### config.mk
export PLATFORM = sky130hd
export DESIGN_NAME = twos_complement_seq_ctrl
export DESIGN_NICKNAME = d
export VERILOG_FILES = /design/src/rtl/twos_complement_seq_ctrl.sv
export SDC_FILE = /design/constraint.sdc
export NUM_CORES = 1
export LEC_CHECK = 0
export BUFFER_PORTS_ARGS = -buffer_cell sky130_fd_sc_hd__buf_2
export CORE_MARGIN = 8
export CORE_UTILIZATION = 40
export DETAILED_ROUTE_END_ITERATION = 6
export GPL_TIMING_DRIVEN = 0
export HOLD_SLACK_MARGIN = 0.12
export SLEW_MARGIN = 30
export SYNTH_ARGS = -nofsm -noshare
export SYNTH_HDL_FRONTEND = slang
export SYNTH_SLANG_ARGS = --single-unit
### constraint.sdc
create_clock -name clk -period 2 [get_ports clk]
set_clock_uncertainty 0.05 [all_clocks]
set_input_delay 0.4 -clock clk [delete_from_list [all_inputs] [get_ports clk]]
set_output_delay 0.4 -clock clk [all_outputs]
set_load 0.05 [all_outputs]
### src/rtl/twos_complement_seq_ctrl.sv
// twos_complement_seq_ctrl: parallel-to-serial sequencer around a bit-serial two's complement converter
module twos_complement_seq_ctrl #(
  parameter int WIDTH = 8,
  parameter int CNT_W = 6
) (
  input  logic             clk,
  input  logic             reset,
  input  logic             in_valid,
  output logic             in_ready,
  input  logic [WIDTH-1:0] in_data,
  output logic             out_valid,
  input  logic             out_ready,
  output logic [WIDTH-1:0] out_data,
  output logic             out_zero,
  output logic             out_ovf,
  output logic             busy,
  output logic             conv_reset,
  output logic             conv_in,
  input  logic             conv_out
);
  typedef enum logic [2:0] {IDLE, CLEAR, SHIFT, DRAIN, DONE} state_t;
  localparam logic [WIDTH-1:0] MIN = {1'b1, {(WIDTH-1){1'b0}}};
  localparam logic [CNT_W-1:0] LAST = CNT_W'(WIDTH - 1);
  state_t state;
  logic [WIDTH-1:0] sh;
  logic [WIDTH-2:0] res;
  logic [CNT_W-1:0] cnt;
  logic zero_q, ovf_q;
  always_ff @(posedge clk) begin
    if (reset) begin
      state     <= IDLE;
      sh        <= '0;
      res       <= '0;
      cnt       <= '0;
      zero_q    <= 1'b0;
      ovf_q     <= 1'b0;
      out_valid <= 1'b0;
      out_data  <= '0;
      out_zero  <= 1'b0;
      out_ovf   <= 1'b0;
    end else begin
      case (state)
        IDLE: if (in_valid) begin
          sh     <= in_data;
          zero_q <= in_data == '0;
          ovf_q  <= in_data == MIN;
          cnt    <= '0;
          state  <= CLEAR;
        end
        CLEAR: state <= SHIFT;
        SHIFT: begin
          sh  <= sh >> 1;
          cnt <= cnt + CNT_W'(1);
          // converter output lags by one cycle, so the first SHIFT cycle has nothing to capture
          if (cnt != '0) res <= (WIDTH-1)'({conv_out, res} >> 1);
          if (cnt == LAST) state <= DRAIN;
        end
        DRAIN: begin
          out_data  <= {conv_out, res};
          out_zero  <= zero_q;
          out_ovf   <= ovf_q;
          out_valid <= 1'b1;
          state     <= DONE;
        end
        DONE: if (out_ready) begin
          out_valid <= 1'b0;
          state     <= IDLE;
        end
        default: state <= IDLE;
      endcase
    end
  end
  assign in_ready   = state == IDLE;
  assign busy       = state != IDLE;
  assign conv_reset = reset | (state == CLEAR);
  assign conv_in    = (state == SHIFT) & sh[0];
endmodule

**Word level (Yosys, flattened, before mapping)**

Index checks and enable logic that the tools add are counted.

- Flip-flop bits (word level): 37
- Input bits: 13
- Output and inout bits: 15
- Logic and storage cells: 43

- $add $sub $neg: 1
- Equal/unequal tests: 9
- Muxes and demuxes: 10
- Bitwise logic cells: 2
- Reduce and logical (&&, ||, !) cells: 11

Operators with widths:

| kind | number |
|---|---|
| case mux 8 bit (2 select lines) | 1 |
| case mux 3 bit (5 select lines) | 1 |
| case mux 6 bit (2 select lines) | 1 |
| 2-to-1 mux 3 bit | 3 |
| == test 8 bit, second input constant | 1 |
| logical NOT 8 bit | 1 |
| 2-to-1 mux 8 bit | 1 |
| AND reduction 2 bit | 4 |
| adder 6 x 1 -> 6 bit, second input constant | 1 |
| == test 3 x 2 -> 1 bit, second input constant | 2 |
| == test 6 x 3 -> 1 bit, second input constant | 1 |
| 2-to-1 mux 6 bit | 1 |
| != test 2 bit, second input constant | 3 |
| nonzero test 6 bit | 1 |
| nonzero test 2 bit | 2 |
| == test 3 x 1 -> 1 bit, second input constant | 1 |
| == test 3 bit, second input constant | 1 |
| logical NOT 3 bit | 1 |
| AND reduction 3 bit | 1 |
| nonzero test 3 bit | 1 |
| case mux 1 bit (2 select lines) | 1 |
| AND 1 bit | 1 |
| 2-to-1 mux 1 bit | 1 |
| bitwise OR 1 bit | 1 |

**Depth between registers and ports, before layout**

- Word-level depth: 3
- Depth in mapped cells: 5

**Worst setup path after synthesis**

OpenSTA, ideal clock, no wires.

- Path type: reg2out
- Start: reg state[1]
- End: out in_ready
- Arrival time: 1.489 ns
- Slack: 0.061 ns
- Cell stages (with the launch flop): 4
- Buffers on the path: 1
- Path through: dfxtp_1 clkbuf_1 or3_1 inv_1

- Longest elaborated chain between the ends: 1

Ends and longest elaborated chain:

| what | line | source |
|---|---|---|
| from (decl) | 24 | `state_t state;` |
| from (signal assigned) | 31 | `state <= IDLE;` |
| from (signal assigned) | 48 | `state <= CLEAR;` |
| from (signal assigned) | 50 | `CLEAR: state <= SHIFT;` |
| logical NOT 3 bit | 73 | `assign in_ready = state == IDLE;` |
| to (decl) | 9 | `output logic in_ready,` |

Every way passes these cells.

**Worst setup path in the final report**

- Start: reg state[2]
- End: out conv_in

- Longest elaborated chain between the ends: 2

Ends and longest elaborated chain:

| what | line | source |
|---|---|---|
| == test 3 x 2 -> 1 bit | 76 | `assign conv_in = (state == SHIFT) & sh[0];` |
| AND 1 bit | 76 |  |
| to (decl) | 18 | `output logic conv_in,` |

Every way passes these cells.

==> impl_metrics.json <==
{
  "tightest_slew_ps": 516,
  "rows": 23,
  "synth-compound-area-share": 0.115,
  "num-nets-final": 232,
  "viasPerCell": 5.18,
  "cts_tree": "yes",
  "dieArea_um2": 6290,
  "dp_hpwl_um": 2480,
  "clk_pin_slew_ps": 70,
  "rsz0062_at_grt": "yes",
  "p_leak_nw": 0.884,
  "slew_headroom": 0.651,
  "first_pass_iters": 4,
  "core_um2": 3940,
  "clock_latency_ps": 290,
  "synth_top_family_by_area": "simple AND/OR/NAND/NOR gates",
  "diodes": 0,
  "port_buffers": 27,
  "drv_slew": 0,
  "ioPinCount": 28,
  "wl_per_cell_um": 13.4,
  "clock-root-buffer": "clkbuf_8",
  "finalHoldViolCount": 0,
  "ys_ff_latch": 37,
  "cp-start-kind": "flip-flop",
  "placed_area_um2": 1800,
  "post-route-drc-count": 0,
  "post-route-period-util": 0.981,
  "placed_cells": 257,
  "synth-warning-count": 0,
  "die_w_um": 79.3,
  "synthSimpleGateAreaFrac": 0.242,
  "yosysMostFrequentCell": "dfxtp_1",
  "setup_viol": 0,
  "grt_pass1_wl_um": 5840,
  "synth_ff_type": "dfxtp_1",
  "synthArstFlopShare": 0,
  "synth_edf_count": 0,
  "grt_pass1_vias": 1260,
  "cts_hold_buffers": 0,
  "critPathRequiredTime_ps": 1550,
  "area_growth_pct": 23.4,
  "netlist_instances": 180,
  "finalWeightedCongestion": 0.782,
  "synth_area_leaders": "dfxtp_1 (46%), mux2i_1 (11%), nand2_1 (5.1%)",
  "hold_depth": 3,
  "rr_worst_depth": 5,
  "ir_drop_uv": 485,
  "regArea_um2": 741,
  "power_density_nw_per_um2": 864,
  "fmax_mhz": 509,
  "arrival_ps": 1510,
  "multiInputGateArea_um2": 790,
  "synth_mux_area_frac": 0.106,
  "worst-setup-path-type": "reg -> out",
  "cp-end-kind": "output port",
  "chipHeight_um": 79.3,
  "cp_max_fo": 10,
  "cts_buffer_depth": 2,
  "drive_gt1_frac": 0.234,
  "fin_crit_ps": 1960,
  "synth-adder-area-share": 0.0156,
  "nFillCells": 393,
  "ctsHtreeMaxLevel": 2,
  "drt-initial-drc-count": 85,
  "numClockSinks": 37,
  "synth_cell_types": 34,
  "start_util": 0.407,
  "numCtsBuffers": 5,
  "layout.cells.non_filler": 268,
  "grt_max_degree": 13,
  "netlist_area_um2": 1600,
  "antenna_found_initial": 0,
  "track_usage": 0.118,
  "vias": 1389,
  "grt_overflow": 0,
  "synthTopCellsByCount": "dfxtp_1 (37), nand2_1 (22), mux2i_1 (17)",
  "yosysTopAreaCell": "dfxtp_1",
  "drv_cap": 0,
  "synth_seq_area_share": 0.462,
  "outcome": "complete, no violations",
  "syn_nets": 195,
  "yosysTopAreaCellShare": 0.462,
  "hold_class": "in -> reg",
  "avgSynthCellArea_um2": 8.91,
  "synth_xor_area_frac": 0.00546,
  "drt_wl_total_um": 3600,
  "final_area_um2": 1980,
  "drtAntennaViolNets": 0
}
kinds of logic after synthesis:
family | count (synthesis)
flip-flops | 37
adder cells (fa/ha/maj) | 2
AND/OR/NAND/NOR | 76
buffers and inverters | 21
multiplexers | 17
AO/OA/AOI/OAI | 26
XOR/XNOR | 1
metal layers:
metal	global-route usage	vias up	routed length (µm)
li1	-	714	-
met1	0.144	638	1710
met2	0.176	31	1600
met3	0.0406	6	201
met4	0.0667	0	84
met5	0	-	0
cell usage in the layout, fill, tap and decap left out, types with 5 or more instances in the layout:
cell | netlist | final
nand2b_1 | 9 | 9
buf_4 | 0 | 5
nand3_1 | 7 | 7
a311oi_1 | 9 | 9
clkbuf_8 | 0 | 6
inv_1 | 5 | 5
nor2_1 | 11 | 11
buf_2 | 7 | 31
nor3_1 | 11 | 11
clkbuf_1 | 8 | 5
mux2i_1 | 17 | 17
dfxtp_1 | 37 | 37
a21oi_1 | 9 | 9
nand2_1 | 22 | 21
state kept, by name, indices dropped and copies added (netlist names), 3 cells and up:
signal,count
res,7
state,3
sh,8
out_data,8
cnt,6
metrics by stage:
step                hold WS [ps]  setup TNS, ps  utilization  setup WS, ps  power, W
floorplan                    381              0            -          60.9  0.000963
global placement             396           -104        0.457         -94.5   0.00102
detailed placement           405          -61.2        0.457         -61.2   0.00103
CTS                          302          -10.4        0.493         -10.4   0.00172
global route                 309          -42.0        0.502         -42.0   0.00179
finish                       311              0        0.502          37.1   0.00171
path summary, 6_finish.rpt:
kind	start	endpoint	slack, ps
max reg2reg	state[1]	sh[5]	180
min	conv_out	out_data[7]	310
max	state[2]	conv_in	40
min reg2reg	zero_q	zero_q	410
power by group:
group	internal, W	switching, W	leakage, nW
sequential	0.000766	0.0000162	0.300
clock	0.000405	0.000273	0.0574
combinational	0.0000942	0.000155	0.526
critical path: stages (launching register included):
cell and delay, ps:
dfxtp_1 310, buf_2 170, nor3b_4 260, buf_6 170, and2_1 150, buf_6 160
area by class of cell:
class | instances | area share
Inverter | 5 | 0.00948
Clock buffer | 6 | 0.0417
Timing Repair Buffer | 31 | 0.0879
Sequential cell | 37 | 0.374
Tap cell | 50 | 0.0316
Multi-Input combinational cell | 122 | 0.399
Buffer | 15 | 0.0373
Clock inverter | 2 | 0.0190
what timing repair did:
item | in CTS | in global routing
setup endpoints to repair | 3 | 7
gates resized for setup | 7 | 4
endpoints found under the hold margin | 0 | 0
setup buffers | 0 | 4
pin swaps | 0 | 1
No activity file was read; power rests on OpenSTA's default activity.
